`config.mk`:
```
export PLATFORM = sky130hd
export DESIGN_NAME = qam_demod_mix
export DESIGN_NICKNAME = d
export VERILOG_FILES = /design/src/rtl/qam_demod_mix.sv
export SDC_FILE = /design/constraint.sdc
export NUM_CORES = 1
export LEC_CHECK = 0
export CORE_MARGIN = 4
export CORE_UTILIZATION = 61
export CTS_BUF_LIST = sky130_fd_sc_hd__clkbuf_4
export DETAILED_ROUTE_END_ITERATION = 8
export PLACE_DENSITY = 0.76
export SLEW_MARGIN = 10
export SYNTH_ARGS = -nofsm -noshare
export SYNTH_HDL_FRONTEND = slang
export SYNTH_SLANG_ARGS = --single-unit
```
`constraint.sdc`:
```
create_clock -name axi_clk -period 6 [get_ports axi_clk]
set_input_delay 1.2 -clock axi_clk [delete_from_list [all_inputs] [get_ports axi_clk]]
set_output_delay 1.2 -clock axi_clk [all_outputs]
set_load 0.05 [all_outputs]
```
`src/rtl/qam_demod_mix.sv`:
```
// ----------------------------------------------------------------------------
// qam_demod_mix
//
// Quadrature down-mixer and symbol integrator for a received QAM stream.
// Each accepted sample is multiplied by the local carrier (cos for I, -sin
// for Q); the products are summed over SAMPLES_PER_SYM samples and the top
// OUT_WIDTH bits of each sum are presented as the recovered symbol value.
// Symbol framing starts on the carrier phase-zero flag and then runs
// back-to-back until the sample stream stops.
//
// Pipeline (E = clock edge that accepts the last sample of a symbol):
//   E   : products registered            (stage 1)
//   E+1 : final sums in the accumulators (stage 2)
//   E+2 : i_data / q_data / iq_valid     (output stage)
//
// Ports
//   axi_clk    in   1              clock, rising edge
//   axi_rstn   in   1              asynchronous active-low reset
//   qam_valid  in   1              qam_data valid this cycle
//   qam_data   in   QAM_WIDTH      signed received sample
//   cor_cos    in   CARRIER_WIDTH  signed local cosine, 1Q6
//   cor_sin    in   CARRIER_WIDTH  signed local sine, 1Q6
//   cor_zero   in   1              carrier phase-zero flag
//   i_data     out  OUT_WIDTH      recovered in-phase value (held)
//   q_data     out  OUT_WIDTH      recovered quadrature value (held)
//   iq_valid   out  1              one-cycle strobe qualifying i_data/q_data
//   sync_err   out  1              one-cycle strobe, symbol aborted mid-way
//
// Build option
//   QAM_DEMOD_ROUND_EN  defined   : round-half-up with positive saturation
//                       undefined : plain truncation (floor)
// ----------------------------------------------------------------------------
module qam_demod_mix #(
    parameter int QAM_WIDTH       = 12,
    parameter int CARRIER_WIDTH   = 8,
    parameter int SAMPLES_PER_SYM = 8,
    parameter int OUT_WIDTH       = 10
) (
    input  logic                     axi_clk,
    input  logic                     axi_rstn,
    input  logic                     qam_valid,
    input  logic [QAM_WIDTH-1:0]     qam_data,
    input  logic [CARRIER_WIDTH-1:0] cor_cos,
    input  logic [CARRIER_WIDTH-1:0] cor_sin,
    input  logic                     cor_zero,
    output logic [OUT_WIDTH-1:0]     i_data,
    output logic [OUT_WIDTH-1:0]     q_data,
    output logic                     iq_valid,
    output logic                     sync_err
);

    localparam int PROD_W   = QAM_WIDTH + CARRIER_WIDTH + 1;
    localparam int SYM_LOG2 = $clog2(SAMPLES_PER_SYM);
    localparam int ACC_W    = PROD_W + SYM_LOG2;
    localparam int CNT_W    = SYM_LOG2;
    localparam logic [CNT_W-1:0] CNT_LAST = CNT_W'(SAMPLES_PER_SYM - 1);

`ifdef QAM_DEMOD_ROUND_EN
    // One extra bit below the output LSB is needed to decide rounding.
    localparam int CONV_W = OUT_WIDTH + 1;
`else
    localparam int CONV_W = OUT_WIDTH;
`endif

    typedef enum logic [1:0] {
        ST_IDLE      = 2'd0,
        ST_WAIT_ZERO = 2'd1,
        ST_ACCUM     = 2'd2
    } state_t;

    // ------------------------------------------------------------------------
    // Output conversion: top bits of the accumulator to OUT_WIDTH.
    // In the rounding build the input carries one extra bit (the half-LSB);
    // the sum is formed one bit wider so an overflow can only appear as a
    // positive wrap, which is clamped to the largest positive value.
    // ------------------------------------------------------------------------
    function automatic logic [OUT_WIDTH-1:0] to_out(input logic [CONV_W-1:0] top);
`ifdef QAM_DEMOD_ROUND_EN
        logic [OUT_WIDTH:0] wide;
        wide = {top[CONV_W-1], top[CONV_W-1:1]} + {{OUT_WIDTH{1'b0}}, top[0]};
        if (wide[OUT_WIDTH] != wide[OUT_WIDTH-1]) begin
            to_out = {1'b0, {(OUT_WIDTH-1){1'b1}}};
        end else begin
            to_out = wide[OUT_WIDTH-1:0];
        end
`else
        to_out = top;
`endif
    endfunction

    // Sign-extend a product to accumulator width.
    function automatic logic [ACC_W-1:0] ext_prod(input logic [PROD_W-1:0] p);
        ext_prod = {{SYM_LOG2{p[PROD_W-1]}}, p};
    endfunction

    // ------------------------------------------------------------------------
    // Declarations
    // ------------------------------------------------------------------------
    state_t             state_r;
    state_t             state_nxt_s;
    logic [CNT_W-1:0]   cnt_r;
    logic [CNT_W-1:0]   cnt_nxt_s;
    logic               accept_s;
    logic               abort_s;
    logic               first_s;
    logic               last_s;

    logic signed [CARRIER_WIDTH:0] cos_ext_s;
    logic signed [CARRIER_WIDTH:0] sin_ext_s;
    logic signed [CARRIER_WIDTH:0] neg_sin_s;
    logic signed [PROD_W-1:0]      qam_w_s;
    logic signed [PROD_W-1:0]      cos_w_s;
    logic signed [PROD_W-1:0]      nsin_w_s;
    logic signed [PROD_W-1:0]      pi_s;
    logic signed [PROD_W-1:0]      pq_s;

    logic [PROD_W-1:0]  pi_r;
    logic [PROD_W-1:0]  pq_r;
    logic               p_vld_r;
    logic               p_first_r;
    logic               p_last_r;

    logic [ACC_W-1:0]   acc_i_r;
    logic [ACC_W-1:0]   acc_q_r;
    logic               dump_r;

    // ------------------------------------------------------------------------
    // Mixer arithmetic. The sine is negated in CARRIER_WIDTH+1 bits so that
    // -(-2^(CARRIER_WIDTH-1)) is representable; operands are widened to the
    // product width so the signed multiply cannot overflow.
    // ------------------------------------------------------------------------
    assign cos_ext_s = $signed({cor_cos[CARRIER_WIDTH-1], cor_cos});
    assign sin_ext_s = $signed({cor_sin[CARRIER_WIDTH-1], cor_sin});
    assign neg_sin_s = -sin_ext_s;

    assign qam_w_s  = $signed({{(PROD_W-QAM_WIDTH){qam_data[QAM_WIDTH-1]}}, qam_data});
    assign cos_w_s  = $signed({{(PROD_W-CARRIER_WIDTH-1){cos_ext_s[CARRIER_WIDTH]}}, cos_ext_s});
    assign nsin_w_s = $signed({{(PROD_W-CARRIER_WIDTH-1){neg_sin_s[CARRIER_WIDTH]}}, neg_sin_s});

    assign pi_s = qam_w_s * cos_w_s;
    assign pq_s = qam_w_s * nsin_w_s;

    assign first_s = (cnt_r == {CNT_W{1'b0}});
    assign last_s  = (cnt_r == CNT_LAST);

    // Framing FSM: next state, sample acceptance and abort detection.
    always_comb begin
        state_nxt_s = state_r;
        accept_s    = 1'b0;
        abort_s     = 1'b0;
        case (state_r)
            ST_IDLE: begin
                if (qam_valid) begin
                    state_nxt_s = ST_WAIT_ZERO;
                end else begin
                    state_nxt_s = ST_IDLE;
                end
            end
            ST_WAIT_ZERO: begin
                if (!qam_valid) begin
                    state_nxt_s = ST_IDLE;
                end else if (cor_zero) begin
                    // Phase-zero sample is sample 0 of the first symbol.
                    state_nxt_s = ST_ACCUM;
                    accept_s    = 1'b1;
                end else begin
                    state_nxt_s = ST_WAIT_ZERO;
                end
            end
            ST_ACCUM: begin
                if (qam_valid) begin
                    state_nxt_s = ST_ACCUM;
                    accept_s    = 1'b1;
                end else begin
                    // Stopping on a symbol boundary is a clean end.
                    state_nxt_s = ST_IDLE;
                    abort_s     = !first_s;
                end
            end
            default: begin
                state_nxt_s = ST_IDLE;
            end
        endcase
    end

    // Sample counter next value: wraps per symbol, cleared on leaving ACCUM.
    always_comb begin
        cnt_nxt_s = cnt_r;
        if (accept_s) begin
            if (last_s) begin
                cnt_nxt_s = {CNT_W{1'b0}};
            end else begin
                cnt_nxt_s = cnt_r + {{(CNT_W-1){1'b0}}, 1'b1};
            end
        end else if (state_nxt_s == ST_IDLE) begin
            cnt_nxt_s = {CNT_W{1'b0}};
        end else begin
            cnt_nxt_s = cnt_r;
        end
    end

    // FSM state and sample counter registers.
    always_ff @(posedge axi_clk or negedge axi_rstn) begin
        if (!axi_rstn) begin
            state_r <= ST_IDLE;
            cnt_r   <= {CNT_W{1'b0}};
        end else begin
            state_r <= state_nxt_s;
            cnt_r   <= cnt_nxt_s;
        end
    end

    // Stage 1: register products with their symbol-position tags.
    always_ff @(posedge axi_clk or negedge axi_rstn) begin
        if (!axi_rstn) begin
            pi_r      <= {PROD_W{1'b0}};
            pq_r      <= {PROD_W{1'b0}};
            p_vld_r   <= 1'b0;
            p_first_r <= 1'b0;
            p_last_r  <= 1'b0;
        end else if (abort_s) begin
            // The in-flight product belongs to the aborted symbol.
            pi_r      <= {PROD_W{1'b0}};
            pq_r      <= {PROD_W{1'b0}};
            p_vld_r   <= 1'b0;
            p_first_r <= 1'b0;
            p_last_r  <= 1'b0;
        end else begin
            p_vld_r   <= accept_s;
            p_first_r <= accept_s && first_s;
            p_last_r  <= accept_s && last_s;
            if (accept_s) begin
                pi_r <= pi_s;
                pq_r <= pq_s;
            end else begin
                pi_r <= pi_r;
                pq_r <= pq_r;
            end
        end
    end

    // Stage 2: accumulate; first sample of a symbol loads instead of adding.
    always_ff @(posedge axi_clk or negedge axi_rstn) begin
        if (!axi_rstn) begin
            acc_i_r <= {ACC_W{1'b0}};
            acc_q_r <= {ACC_W{1'b0}};
            dump_r  <= 1'b0;
        end else if (abort_s) begin
            acc_i_r <= {ACC_W{1'b0}};
            acc_q_r <= {ACC_W{1'b0}};
            dump_r  <= 1'b0;
        end else if (p_vld_r) begin
            if (p_first_r) begin
                acc_i_r <= ext_prod(pi_r);
                acc_q_r <= ext_prod(pq_r);
            end else begin
                acc_i_r <= acc_i_r + ext_prod(pi_r);
                acc_q_r <= acc_q_r + ext_prod(pq_r);
            end
            dump_r <= p_last_r;
        end else begin
            dump_r <= 1'b0;
        end
    end

    // Output stage: capture completed sums and emit the strobes. A dump in
    // flight at an abort belongs to the previous, complete symbol.
    always_ff @(posedge axi_clk or negedge axi_rstn) begin
        if (!axi_rstn) begin
            i_data   <= {OUT_WIDTH{1'b0}};
            q_data   <= {OUT_WIDTH{1'b0}};
            iq_valid <= 1'b0;
            sync_err <= 1'b0;
        end else begin
            iq_valid <= dump_r;
            sync_err <= abort_s;
            if (dump_r) begin
                i_data <= to_out(acc_i_r[ACC_W-1 -: CONV_W]);
                q_data <= to_out(acc_q_r[ACC_W-1 -: CONV_W]);
            end else begin
                i_data <= i_data;
                q_data <= q_data;
            end
        end
    end

endmodule

```
# [Word-level counts from Yosys, hierarchy flattened]
# Index checks and enable logic that the tools add are counted.
[word_totals] regBits=121 latchBits=0 ram_bits=0 romBits=0 inputBits=32 output_inout_bits=22 word_cells=61 mem_count=0
[op_classes] n_addsub=4 mul=2 div_mod_pow=0 n_lt_le_gt_ge=0 n_eq_ne=3 shift=0 muxes=29 n_bitwise=0 n_reduce_logical=9
[ops] cell="24-bit two-way mux" n=6
[ops] cell="21-bit two-way mux" n=4
[ops] cell="24-bit adder" n=2
[ops] cell="12-bit by 9-bit multiplier with 21-bit output" n=1
[ops] cell="12-bit by 8-bit multiplier with 20-bit output" n=1
[ops] cell="1-bit two-way mux" n=11
[ops] cell="3-bit two-way mux" n=3
[ops] cell="8-bit negation with 9-bit output" n=1
[ops] cell="2-bit two-way mux" n=3
[ops] cell="2-bit one-hot mux with 3 select lines" n=1
[ops] cell="2-bit nonzero test" n=3
[ops] cell="2-bit zero test" n=2
[ops] cell="3-bit by 1-bit adder with 3-bit output (second input constant)" n=1
[ops] cell="3-bit equality test (second input constant)" n=1
[ops] cell="3-bit zero test" n=1
[ops] cell="2-bit by 1-bit equality test with 1-bit output (second input constant)" n=1
[ops] cell="2-bit equality test (second input constant)" n=1
[ops] cell="1-bit logical AND" n=2
[ops] cell="1-bit one-hot mux with 2 select lines" n=1
[ops] cell="1-bit zero test" n=1

# [Longest topological paths before layout]
# Gate-level depths: netlist (run 1).
[logic_depth] word_depth=6 mapped_depth=27 ltp_nobuf=26

# [Least setup slack after synthesis (run 1)]
# Ideal clock, no wire load.
[synth_path] kind="input -> register" start="input port cor_sin[0]" end="register pq_r[15]" setup_time_ns=0.069 t_arrival_ns=6.701 t_required_ns=5.931 path_slack_ns=-0.770 path_stages=24 n_path_buf=2 cell_sequence="clkbuf_1 -> inv_1 -> ha_1 -> nand2_1 -> xor2_1 -> clkbuf_1 -> nand2_1 -> fa_1 -> fa_1 -> inv_1 -> fa_1 -> fa_1 -> inv_1 -> fa_1 -> inv_1 -> ha_1 -> o21ai_1 -> a21boi_0 -> o21ai_1 -> a21boi_1 -> o21a_1 -> o21a_1 -> or4_1 -> nand3_1"
[synth_between] elab_chain_len=4
[synth_rtl] element="start: declaration" line="44" rtl="input logic [CARRIER_WIDTH-1:0] cor_sin,"
[synth_rtl] element="8-bit negation with 9-bit output" line="134" rtl="assign neg_sin_s = -sin_ext_s;"
[synth_rtl] element="12-bit by 9-bit multiplier with 21-bit output" line="141" rtl="assign pq_s = qam_w_s * nsin_w_s;"
[synth_rtl] element="21-bit two-way mux" line="232" rtl="if (accept_s) begin"
[synth_rtl] element="21-bit two-way mux" line="221" rtl="end else if (abort_s) begin"
[synth_rtl] element="end signal: assignment" line="224" rtl="pq_r <= {PROD_W{1'b0}};"
[synth_rtl] element="end signal: assignment" line="234" rtl="pq_r <= pq_s;"
[synth_rtl] element="end signal: assignment" line="237" rtl="pq_r <= pq_r;"
[synth_rtl] element="end: declaration" line="118" rtl="logic [PROD_W-1:0] pq_r;"
# No other way between the ends. The select of a mux whose other input is x is not followed.
# A chain may end at the register's enable or synchronous reset.

# [Worst setup path after layout (run 1)]
[layout_path] start="input port cor_sin[2]" end="register pq_r[15]"
# Same word-level chain as after synthesis.

==> run summary, run 1 <==
Largest net degree at the start of global routing = 71
Ranking of synthesized cells by area = fa_1 (23%), dfrtp_1 (20%), ha_1 (12%)
Register share of total power = 15.9%
Syn nets = 1954
NetSw = 4.00 mW
Routed length per instance = 15.6 µm
Worst Skew = 0.0197 ns
Crit start category = input pin
Layout cell share with drive strength beyond 1 = 12.6%
Hold Startpoint = q_data[7]
Vias per cell = 5.55
Crit Path Class = in -> reg
Fin Hold WS = 0.512 ns
Run status = finished with violations
H-tree depth = 4
Initial Utilization = 62.3%
Cell Rows = 56
Multi-input logic area = 10800 µm²
Async SR Flop Fraction = 100%
Die W = 163 µm
Setup WS post-layout = -0.0102 ns
Clock Tree Buf Depth = 2
Final worst-path cycle share = 100%
Worst-margin pin slew = 0.867 ns
WL final = 32.1 mm
Initial antenna violation count = 1
I/O Buffers = 53
Area leader, netlist = fa_1
Clk_lat worst skew = 0.52 ns
Fmax = 166 MHz
Share of the synthesized area in the top cell type = 23.5%
Worst setup EP type = flip-flop
Max-slew violations = 0
Remaining DRCs = 0
Gpl congestion = 0.908
Main flop type after synthesis = dfrtp_1
WP data arrival = 6.47 ns
Cells after DPL = 2021
Hold Violations, Final = 0
Die Y = 163 µm
# Max-Cap Violations = 0
Worst r2r path cells = 12
Avg Inst Size Synth = 9.08 µm²
Most frequent cells in the layout = inv_1 (207), fa_1 (171), nand2_1 (159)
Grt ovf = 0
Internal power = 4.52 mW
Area grow syn2layout = 13.5%
CTS tree = built
Hold WC Path Type = reg -> reg
Mapped Area = 14700 µm²
Clk sinks = 120
Hold Crit Depth = 1
Storage cell area = 3010 µm²
RSZ-0062 raised after global routing = yes
Ys Warns = 0
Clock Tree Root = clkbuf_4
Via count = 11400
First-pass GRT wire length = 56.0 mm
Leading cell type in the layout, fill and taps excluded = inv_1
TritonCTS buffer count = 17
Final non-filler cell total = 2058
All-layer global routing usage = 25.4%
Worst EP required = 6.46 ns
Filler cells = 1888
HPWL after DPL = 25.5 mm
Post-detailed-route count of antenna-violating nets = 0
Pwr Density = 512 nW/µm²
Failing checks = negative setup slack
# nets final = 2064
Tmin final = 6.01 ns
Critical path origin = cor_sin[2]
# IOs = 54
Sequential element share of the synthesized area = 20.5%
Post-synthesis cell type count = 71
Flops & latches, synth = 120
Clk pin slew, worst setup/hold paths = 0.10 ns
Worst slew margin = 42.2%
P_leak = 8.14 nW
1st-pass router iterations = 5
Core Area = 23500 µm²
1st-iter DRT viols = 685
Post-synth EDFFs = 0
Logic pwr share = 76.5%
Switching power share of the total = 47.0%
Vias in the first global route = 11900
Clock network fraction of total power = 7.6%
Cells after Synth = 1615
CP Max Fanout = 4
DIE AREA = 26600 µm²
Setup Viol. Count Final = 1
Reg2reg start = pq_r[0]
Peak supply drop = 0.304 mV
==> stage by stage <==
stage	TNS, ns	setup WS, ns	power (mW)	util [%]	instance area [µm²]
2_1_floorplan	-0.253	-0.154	6.03	-	14800
3_3_place_gp	-6.40	-0.790	7.49	68.7	16200
3_5_place_dp	-7.94	-0.898	7.72	68.7	16200
4_1_cts	0	0.0211	8.45	70.3	16500
5_1_grt	-1.13	-0.287	9.53	70.7	16600
6_report	-0.0102	-0.0102	8.52	70.7	16600
==> kinds of logic after synthesis <==
family / Yosys count / synth area share, %
compound gates: 305 / 13.8
flops: 120 / 20.5
simple gates: 498 / 17.0
buf+inv: 284 / 7.27
xor+xnor: 74 / 4.42
mux: 27 / 2.01
fa+ha+maj: 307 / 35.0
==> layout make-up <==
type / count / share of cell area, %
flip-flops and latches: 120 / 18.1
well taps: 319 / 2.40
clock buffers: 18 / 0.812
clock inverters: 14 / 1.09
repair buffers: 162 / 8.01
inverters: 213 / 4.82
diodes: 1 / 0.0150
multi-input cells: 1211 / 64.8
==> metal layers <==
metal  global-route usage, %  up-vias  share of wire (%)
li1                        -     5548                  -
met1                    36.5     5571                 47
met2                    42.4      259                 48
met3                    2.80       34                4.2
met4                    5.26        0               0.98
met5                       0        -                  0
==> what timing repair did <==
| item | CTS | global route |
|---|---|---|
| hold buffers | 0 | 0 |
| pin swaps | 12 | 29 |
| setup endpoints to repair | 8 | 8 |
| buffers inserted | 0 | 5 |
| gates resized for setup | 21 | 32 |
==> power groups by stage <==
stage	Clock, mW	Combinational [mW]	Sequential, mW
6_report	0.648	6.52	1.35
5_1_grt	0.696	7.45	1.39
4_1_cts	0.665	6.44	1.35
3_5_place_dp	0	6.36	1.36
3_3_place_gp	0	6.14	1.35
2_1_floorplan	0	4.77	1.26
==> synthesized netlist by cell type (27+ instances only) <==
master    instances
xnor2_1          42
clkbuf_1         63
dfrtp_1         120
nor2_1           71
ha_1            135
fa_1            172
a21oi_1          63
a21o_1           27
xor2_1           32
o21ai_0          83
nand3_1          53
and2_1          114
nand2_1         162
inv_1           211
==> worst max-delay path: stages <==
cell	delay (ns)
buf_12	0.11
nor4_4	0.34
buf_4	0.19
nand2_4	0.05
o21bai_1	0.23
or2_2	0.16
fa_1	0.43
fa_1	0.51
inv_2	0.04
fa_1	0.48
fa_1	0.57
inv_2	0.04
fa_1	0.54
inv_2	0.05
ha_4	0.24
o21ai_4	0.06
a21boi_2	0.09
o21ai_2	0.17
a21boi_2	0.09
o21a_1	0.20
o21a_1	0.19
or4_1	0.39
nand3_1	0.07
==> sequential cells by signal, indices dropped and copies added (netlist names) <==
signal and cells:
q_data 10, acc_q_r 24, cnt_r 3, pq_r 21, dump_r 1, p_first_r 1, sync_err 1, pi_r 20
p_last_r 1, acc_i_r 24, p_vld_r 1, iq_valid 1, state_r 2, i_data 10
==> worst paths after layout <==
| path | slack (ns) | to |
|---|---|---|
| hold reg to reg | 0.51 | q_data[7] |
| hold / removal | 0.51 | q_data[7] |
| setup / recovery | -0.01 | pq_r[15] |
| min in group asynchronous | 0.70 | q_data[2] |
| setup reg to reg | 3.03 | acc_q_r[20] |
| max in group asynchronous | 3.99 | acc_i_r[6] |
Power figures use the tool's default switching activity.
==> run 2: changes to the inputs <==
- CTS_CLUSTER_SIZE: not set -> 8
- HOLD_SLACK_MARGIN: not set -> 0.1
- SLEW_MARGIN: 10 -> 40
==> run 2 against run 1 <==
Net effect:
- the run still ends with negative setup slack left
- clock power shrank 1%
- worst hold slack lost 0.00086 ns
- clock-buffer cell count shrank 1
- via count is essentially flat
- register-to-register slack is essentially flat
- worst setup slack gained 0.0052 ns
- largest cell class unchanged
==> run summary, run 2 (synthesis gave the netlist of run 1 again) <==
Vias per cell = 5.54
Hold Violations, Final = 0
H-tree depth = 4
Largest net degree at the start of global routing = 71
I/O Buffers = 53
CTS tree = built
Worst Skew = 0.0229 ns
Worst slew margin = 47.6%
Hold path endpoint = i_data[6]
DIE AREA = 26600 µm²
All-layer global routing usage = 25.1%
Worst setup EP type = flip-flop
Largest registers = acc_i_r: 24 flops, acc_q_r: 24 flops, pq_r: 21 flops
Die Y = 163 µm
Clk_lat worst skew = 0.53 ns
1st-pass router iterations = 5
RSZ-0062 raised after global routing = yes
P_leak = 8.13 nW
Hold Crit Depth = 1
Grt ovf = 0
Pwr Density = 512 nW/µm²
Setup Viol. Count Final = 1
Via count = 11400
Hold WC Path Type = reg -> reg
CP Max Fanout = 4
Post-detailed-route count of antenna-violating nets = 0
# nets final = 2065
TritonCTS buffer count = 17
Initial Utilization = 62.3%
Most frequent cells in the layout = inv_1 (207), fa_1 (171), nand2_1 (158)
Post-DP Area = 16200 µm²
Reg2reg start = pq_r[0]
Setup WS post-layout = -0.00497 ns
Gpl congestion = 0.908
First-pass GRT wire length = 55.5 mm
# Max-Cap Violations = 0
Run status = finished with violations
# hold bufs at CTS = 0
Final worst-path cycle share = 100%
Initial antenna violation count = 1
Fmax = 167 MHz
Crit start category = input pin
Storage cell area = 3010 µm²
Flop-to-flop setup slack = 3.03 ns
Clk sinks = 120
Final instance area = 16700 µm²
Core Area = 23500 µm²
Worst EP required = 6.47 ns
Clock Tree Buf Depth = 2
Cells after DPL = 2021
Worst r2r path cells = 12
# IOs = 54
1st-iter DRT viols = 646
Max-slew violations = 0
Cell Rows = 56
Filler cells = 1911
Tmin final = 6.00 ns
Peak supply drop = 0.342 mV
HPWL after DPL = 25.5 mm
WL final = 31.9 mm
Critical R2R Capture = acc_q_r[20]
WP data arrival = 6.47 ns
Failing checks = negative setup slack
Area grow syn2layout = 13.6%
Die W = 163 µm
Worst-margin pin slew = 0.785 ns
Clk pin slew, worst setup/hold paths = 0.12 ns
Hold Startpoint = i_data[6]
Vias in the first global route = 11900
Routed length per instance = 15.5 µm
Multi-input logic area = 10800 µm²
Remaining DRCs = 0
Leading cell type in the layout, fill and taps excluded = inv_1
Design Power = 8.53 mW
Final non-filler cell total = 2058
Layout cell share with drive strength beyond 1 = 12.7%
Clock Tree Root = clkbuf_4
Crit Path Class = in -> reg
[run 2: how the worst max path moves through the flow]
stage	from	to	slack, ns	cells past startpoint
final	cor_sin[2]	pq_r[15]	-0.005	22
after global routing	cor_sin[2]	pq_r[15]	-0.25	22
after CTS	cor_sin[5]	pq_r[15]	0.02	22
after detailed placement	cor_sin[0]	pq_r[17]	-0.91	26
after global placement	cor_sin[2]	pq_r[15]	-0.79	22
after floorplan	cor_sin[0]	pq_r[15]	-0.15	24
[run 2: area by class of cell]
cell class,instances,share of cell area [%]
multi-input combinational,1211,64.8
antenna,1,0.0150
sequential,120,18.1
timing repair buffer,163,8.08
clock inverter,14,1.10
inverter,213,4.82
tap,319,2.40
clock buffer,17,0.766
[run 2: worst max-delay path: stages]
cell,delay (ns)
buf_12,0.11
nor4_4,0.39
nand2_2,0.16
xor2_2,0.21
nand2_2,0.09
fa_1,0.52
fa_1,0.51
inv_2,0.04
fa_1,0.48
fa_1,0.57
inv_2,0.04
fa_1,0.54
inv_2,0.05
ha_4,0.22
o21ai_4,0.06
a21boi_2,0.09
o21ai_2,0.17
a21boi_2,0.08
o21a_1,0.18
o21a_1,0.17
or4_1,0.51
nand3_1,0.07
[run 2: what timing repair did]
item | 4_1_cts | 5_1_grt
pin swaps | 12 | 25
resized for setup | 21 | 31
setup endpoints to repair | 8 | 8
setup buffers | 0 | 5
hold endpoints to repair | 0 | 0
[run 2: routing by layer]
layer	global-route usage, %	share of wire [%]	up-vias
met5	0	0	-
met4	5.64	1.5	0
met3	2.67	5.4	36
met2	41.5	47	301
met1	36.3	47	5518
li1	-	-	5550
[run 2: stage by stage]
| stage | util, % | TNS, ns | setup slack, ns | hold WS, ns |
|---|---|---|---|---|
| 2_1_floorplan | - | -0.253 | -0.154 | 0.370 |
| 3_3_place_gp | 68.7 | -6.40 | -0.790 | 0.465 |
| 3_5_place_dp | 68.8 | -8.02 | -0.907 | 0.495 |
| 4_1_cts | 70.3 | 0 | 0.0179 | 0.518 |
| 5_1_grt | 70.7 | -0.859 | -0.250 | 0.533 |
| 6_report | 70.7 | -0.00497 | -0.00497 | 0.512 |
[run 2: where the power goes]
part | total, mW | internal [mW] | switching, mW | leakage (nW)
registers | 1.35 | 1.09 | 0.266 | 1.50
logic | 6.54 | 3.12 | 3.42 | 6.48
clock network | 0.640 | 0.324 | 0.316 | 0.158
total | 8.53 | 4.53 | 4.00 | 8.13
